File: config.mk
export PLATFORM = sky130hd
export DESIGN_NAME = riscv_str_seq
export DESIGN_NICKNAME = d
export VERILOG_FILES = /design/src/rtl/riscv_str_seq.sv
export SDC_FILE = /design/constraint.sdc
export NUM_CORES = 1
export LEC_CHECK = 0
export ABC_AREA = 1
export BUFFER_PORTS_ARGS = -buffer_cell sky130_fd_sc_hd__buf_2
export CORE_UTILIZATION = 55
export DETAILED_ROUTE_END_ITERATION = 10
export PLACE_DENSITY = 0.77
export SYNTH_ARGS = -nofsm -noshare
export SYNTH_HDL_FRONTEND = slang
export SYNTH_SLANG_ARGS = --single-unit
File: constraint.sdc
create_clock -name clk -period 2.6 [get_ports clk]
set_clock_uncertainty 0.1 [all_clocks]
set_input_delay 0.13 -clock clk [delete_from_list [all_inputs] [get_ports clk]]
set_output_delay 0.13 -clock clk [all_outputs]
set_load 0.02 [all_outputs]
File: src/rtl/riscv_str_seq.sv
// In-place string sequencer: it loads each word, transforms the bytes before the first NUL and
// stores them back with byte enables, using a req/gnt/rvalid data-memory port.
package riscv_defines;
  localparam int STR_OP_WIDTH = 2;
  localparam logic [STR_OP_WIDTH-1:0] STR_OP_UPPER = 2'd0;
  localparam logic [STR_OP_WIDTH-1:0] STR_OP_LOWER = 2'd1;
  localparam logic [STR_OP_WIDTH-1:0] STR_OP_LEET  = 2'd2;
  localparam logic [STR_OP_WIDTH-1:0] STR_OP_ROT13 = 2'd3;
endpackage

module riscv_str_seq
  import riscv_defines::*;
#(
  parameter int unsigned MAX_WORDS = 256
) (
  input  logic                    clk,
  input  logic                    rst_n,
  input  logic                    start_i,
  input  logic [STR_OP_WIDTH-1:0] operator_i,
  input  logic [31:0]             addr_i,
  output logic                    busy_o,
  output logic                    done_o,
  output logic                    err_o,
  output logic [31:0]             len_o,
  output logic                    data_req_o,
  input  logic                    data_gnt_i,
  input  logic                    data_rvalid_i,
  output logic [31:0]             data_addr_o,
  output logic                    data_we_o,
  output logic [3:0]              data_be_o,
  output logic [31:0]             data_wdata_o,
  input  logic [31:0]             data_rdata_i
);

  typedef enum logic [2:0] {
    IDLE, LOAD_REQ, LOAD_WAIT, STORE_REQ, STORE_WAIT, DONE
  } state_e;

  state_e                  state_q;
  logic [STR_OP_WIDTH-1:0] op_q;
  logic [31:0]             addr_q, cnt_q, len_q, wdata_q;
  logic [3:0]              be_q;
  logic [2:0]              k_q, k_d;
  logic                    req_q, we_q, err_q;
  logic [31:0]             wdata_d;
  logic [3:0]              be_d;

  function automatic logic [7:0] xform(input logic [STR_OP_WIDTH-1:0] op, input logic [7:0] b);
    logic [7:0] r;
    r = b;
    case (op)
      STR_OP_UPPER: if (b >= 8'h61 && b <= 8'h7A) r = b - 8'h20;
      STR_OP_LOWER: if (b >= 8'h41 && b <= 8'h5A) r = b + 8'h20;
      STR_OP_LEET: begin
        // Setting bit 5 folds upper-case letters onto lower case and cannot make a non-letter match.
        case (b | 8'h20)
          8'h61:   r = 8'h34;
          8'h65:   r = 8'h33;
          8'h69:   r = 8'h31;
          8'h6F:   r = 8'h30;
          8'h73:   r = 8'h35;
          8'h74:   r = 8'h37;
          default: r = b;
        endcase
      end
      default: begin
        if ((b >= 8'h61 && b <= 8'h6D) || (b >= 8'h41 && b <= 8'h4D)) r = b + 8'd13;
        else if ((b >= 8'h6E && b <= 8'h7A) || (b >= 8'h4E && b <= 8'h5A)) r = b - 8'd13;
      end
    endcase
    return r;
  endfunction

  // Find the lowest NUL byte (k = 4 if there is none). Bytes before it are transformed; the NUL and later bytes keep their loaded value.
  always_comb begin
    k_d     = 3'd4;
    be_d    = '0;
    wdata_d = data_rdata_i;
    for (int unsigned j = 4; j > 0; j--) begin
      if (data_rdata_i[(j-1)*8 +: 8] == 8'h00) k_d = 3'(j - 1);
    end
    for (int unsigned j = 0; j < 4; j++) begin
      if (3'(j) < k_d) begin
        be_d[j]           = 1'b1;
        wdata_d[j*8 +: 8] = xform(op_q, data_rdata_i[j*8 +: 8]);
      end
    end
  end

  always_ff @(posedge clk or negedge rst_n) begin
    if (!rst_n) begin
      state_q <= IDLE;
      op_q    <= '0;
      addr_q  <= '0;
      cnt_q   <= '0;
      len_q   <= '0;
      wdata_q <= '0;
      be_q    <= '0;
      k_q     <= '0;
      req_q   <= 1'b0;
      we_q    <= 1'b0;
      err_q   <= 1'b0;
    end else begin
      case (state_q)
        IDLE: begin
          if (start_i) begin
            op_q   <= operator_i;
            addr_q <= {addr_i[31:2], 2'b00};
            len_q  <= '0;
            cnt_q  <= '0;
            if (addr_i[1:0] != 2'b00) begin
              err_q   <= 1'b1;
              state_q <= DONE;
            end else begin
              err_q   <= 1'b0;
              req_q   <= 1'b1;
              we_q    <= 1'b0;
              be_q    <= '1;
              state_q <= LOAD_REQ;
            end
          end
        end
        LOAD_REQ: begin
          if (data_gnt_i) begin
            req_q   <= 1'b0;
            state_q <= LOAD_WAIT;
          end
        end
        LOAD_WAIT: begin
          if (data_rvalid_i) begin
            k_q   <= k_d;
            len_q <= len_q + {29'd0, k_d};
            if (k_d == 3'd0) begin
              state_q <= DONE;
            end else begin
              req_q   <= 1'b1;
              we_q    <= 1'b1;
              be_q    <= be_d;
              wdata_q <= wdata_d;
              state_q <= STORE_REQ;
            end
          end
        end
        STORE_REQ: begin
          if (data_gnt_i) begin
            req_q   <= 1'b0;
            state_q <= STORE_WAIT;
          end
        end
        STORE_WAIT: begin
          if (data_rvalid_i) begin
            if (k_q < 3'd4) begin
              state_q <= DONE;
            end else begin
              addr_q <= addr_q + 32'd4;
              cnt_q  <= cnt_q + 32'd1;
              if (cnt_q + 32'd1 == 32'(MAX_WORDS)) begin
                err_q   <= 1'b1;
                state_q <= DONE;
              end else begin
                req_q   <= 1'b1;
                we_q    <= 1'b0;
                be_q    <= '1;
                state_q <= LOAD_REQ;
              end
            end
          end
        end
        default: state_q <= IDLE;
      endcase
    end
  end

  assign busy_o       = (state_q != IDLE);
  assign done_o       = (state_q == DONE);
  assign err_o        = err_q;
  assign len_o        = len_q;
  assign data_req_o   = req_q;
  assign data_addr_o  = addr_q;
  assign data_we_o    = we_q;
  assign data_be_o    = be_q;
  assign data_wdata_o = wdata_q;

endmodule

==> out/summary.json <==
{
  "post_synth_num_cell_types": {"value": 61},
  "cts_tree": {"value": "built"},
  "avgRoutedWirePerCell": {"value": 16.2, "unit": "µm"},
  "die_x": {"value": 147, "unit": "µm"},
  "drt_iter0_markers": {"value": 1019},
  "critical_path_arrival": {"value": 2.75, "unit": "ns"},
  "synth.avg_cell_area": {"value": 6.47, "unit": "µm²"},
  "synth_area_leader_cell": {"value": "dfrtp_1"},
  "power": {"value": 11.2, "unit": "mW"},
  "final_antenna_net_count": {"value": 0},
  "numClockSinks": {"value": 139},
  "max_slew_margin": {"value": 0.551},
  "synth_seq_area_share": {"value": 0.300},
  "hold_viol": {"value": 0},
  "critical_path_required": {"value": 2.88, "unit": "ns"},
  "synthesis.area": {"value": 0.0116, "unit": "mm²"},
  "worst_setup_hold_path_clk_slew": {"value": 0.07, "unit": "ns"},
  "synth_cells": {"value": 1791},
  "synth_enable_flop_cells": {"value": 0},
  "number_of_antenna_violations_at_the_first_check_in_global_routing": {"value": 0},
  "fp.dieH": {"value": 147, "unit": "µm"},
  "top_usage_layer": {"value": "met2"},
  "floorplan.initialDensity": {"value": 0.567},
  "floorplan.core_area": {"value": 0.0204, "unit": "mm²"},
  "status": {"value": "completed"},
  "synth_async_sr_flop_share": {"value": 1.00},
  "cts_h_tree_lvls": {"value": 4},
  "timing.critical_path.from_type": {"value": "input pin"},
  "fin_setup_tns": {"value": 0, "unit": "ns"},
  "post_route_cells_drive_above_1_share": {"value": 0.220},
  "worst_voltage_drop_across_the_vdd_grid": {"value": 0.000537, "unit": "V"},
  "fmax": {"value": 406, "unit": "MHz"},
  "worst_hold_slack": {"value": 0.0559, "unit": "ns"},
  "min_period": {"value": 2.46, "unit": "ns"},
  "critical_path_class": {"value": "input pin to flop"},
  "num_io_pins": {"value": 176},
  "cts_root_buffer": {"value": "clkbuf_16"},
  "inserted_clock_buffers": {"value": 17},
  "cap_violations": {"value": 0},
  "critical_path.endpoint_type": {"value": "flop"},
  "port_buffer_count": {"value": 173},
  "critical_path_peak_fanout": {"value": 4},
  "clock_path_buffers": {"value": 2},
  "dp_hpwl": {"value": 28400, "unit": "µm"},
  "fillerInstances": {"value": 1712},
  "grt_util_met3": {"value": 0.0661},
  "grt_first_pass_wirelength": {"value": 61600, "unit": "µm"},
  "design.die.area": {"value": 0.0217, "unit": "mm²"},
  "grt_use_met2": {"value": 0.584},
  "drt_wl_total": {"value": 38500, "unit": "µm"},
  "routed_via_density": {"value": 5.65},
  "power.static_leakage": {"value": 7.39, "unit": "nW"},
  "ys_ff_latch": {"value": 139},
  "first_global_vias": {"value": 12800},
  "final_number_of_setup_violating_endpoints": {"value": 0},
  "dr.pass1.iters": {"value": 6},
  "grt.met1_usage": {"value": 0.441},
  "slew_at_the_pin_closest_to_its_max_slew_limit": {"value": 0.673, "unit": "ns"},
  "num_vias": {"value": 13500},
  "multi_input_area": {"value": 0.00736, "unit": "mm²"},
  "antenna_cells": {"value": 0},
  "grt_max_degree": {"value": 63},
  "drt_drc_violations_left": {"value": 0},
  "grt_overflow": {"value": 0},
  "clk_latency": {"value": 0.45, "unit": "ns"},
  "synth_top_cell_area_share": {"value": 0.300},
  "finalMaxSlewViolations": {"value": 0},
  "powerDensity": {"value": 758, "unit": "mW/mm²"},
  "netlist_top_cells_area": {"value": "dfrtp_1 30%, nand2_1 17%, o21ai_0 6.6%, nor2_1 6.5%, inv_1 5.9%"},
  "yosys_most_used_dff": {"value": "dfrtp_1"},
  "worstHoldPathType": {"value": "input pin to flop"},
  "nets": {"value": 2209},
  "std_cell_rows": {"value": 52},
  "number_of_warnings_issued_by_yosys": {"value": 0},
  "final_min_period_over_clock_period": {"value": 0.947},
  "gpl.final_weighted_congestion": {"value": 0.991},
  "grt_usage": {"value": 0.353},
  "syn2layout_area_growth": {"value": 27.0, "unit": "%"},
  "area.sequential": {"value": 0.00348, "unit": "mm²"}
}
==> placed cells by master, fill, tap and decap left out, types with 37 or more instances in the layout <==
cell	count
dfrtp_1	139
buf_2	172
nand2_1	510
o21ai_0	153
dlygate4sd3_1	37
a21oi_1	83
buf_4	117
nand3_1	107
nor2_1	200
inv_1	171
==> sequential cells by signal, indices dropped and copies added, names as in the netlist, 2 cells and up <==
signal / flops
state_q: 3
data_addr_o: 30
cnt_q: 32
op_q: 2
data_wdata_o: 32
len_o: 32
data_be_o: 4
==> metrics by stage <==
stage | instance area [µm²] | cells | utilization | worst slack (ns)
2_1_floorplan | 11700 | 1792 | - | -0.0510
3_3_place_gp | 13500 | 2301 | 0.663 | -0.289
3_5_place_dp | 13500 | 2301 | 0.663 | -0.390
4_1_cts | 14500 | 2370 | 0.710 | 0.00611
5_1_grt | 14700 | 2382 | 0.721 | -0.0451
6_report | 14700 | 2382 | 0.721 | 0.137
==> synth_stat cells, drive strengths merged, types with 4 or more instances <==
master and n:
a31oi 12, o211ai 13, xnor2 8, ha 38
nor2 237, nand2 536, nand4 32, dfrtp 139
o31ai 4, nor3b 5, a21oi 87, a22oi 7
nand3b 6, nor3 34, o21a 6, clkbuf 19
a21boi 4, nand3 114, nor4 10, inv 203
o22ai 22, buf 23, o21ai 180, or2 7
xor2 23
==> critical path: stages <==
cell and delay, ns:
buf_2 0.11, inv_2 0.05, ha_2 0.18, nand2_2 0.07, nor3_2 0.17, buf_4 0.15, buf_4 0.10, nor2_1 0.07
nand2_2 0.09, inv_2 0.05, ha_4 0.27, nand2_1 0.07, inv_2 0.08, o21ai_4 0.07, or3_4 0.38, nor4_4 0.25
nand3_2 0.14, a21oi_2 0.18, o21a_1 0.13
==> layout make-up <==
cell class,count,share of cell area
tap,270,0.0229
clock inverter,14,0.0106
inverter,205,0.0528
clock buffer,18,0.0291
sequential,139,0.236
multi-input combinational,1406,0.500
timing repair buffer,330,0.148
==> metal layers <==
layer  wire (µm)  part of all wire
met2       18200              0.47
met5           0                 0
met4        1480             0.038
met3        3230             0.084
met1       15600              0.41
==> report_power, final <==
group / internal (mW) / leakage [nW] / switching (mW)
registers: 2.75 / 1.79 / 0.598
logic: 1.84 / 5.32 / 3.48
clock network: 1.36 / 0.281 / 1.13
total: 5.95 / 7.39 / 5.21
==> path summary, 6_finish.rpt <==
check,startpoint,endpoint,slack [ns],cells past startpoint
worst max-delay path,data_rdata_i[16],len_o[30]$_DFFE_PN0P_,0.14,19
worst max register to register,cnt_q[1]$_DFFE_PN0P_,data_be_o[3]$_DFFE_PN0P_,0.15,13
worst min-delay path,data_rdata_i[12],data_wdata_o[12]$_DFFE_PN0P_,0.06,6
worst min register to register,data_be_o[0]$_DFFE_PN0P_,data_be_o[0]$_DFFE_PN0P_,0.36,2
max in group asynchronous,rst_n,data_be_o[3]$_DFFE_PN0P_,1.45,3
min in group asynchronous,rst_n,cnt_q[18]$_DFFE_PN0P_,0.12,2
==> cells by family (layout without fill, tap and decap cells) <==
group	Yosys count	in the layout	synth area share
simple gates	985	985	0.383
compound gates	349	349	0.167
buf+inv	247	567	0.0831
flops	139	139	0.300
fa+ha+maj	39	39	0.0427
xor+xnor	31	31	0.0241
other cells	1	2	0.000323
==> timing repair <==
item | in CTS | in global routing
resized for setup | 0 | 37
endpoints found under the setup margin | 0 | 17
buffers inserted | 0 | 13
hold endpoints to repair | 94 | 0
hold buffers | 37 | 0
Power figures use the tool's default switching activity.
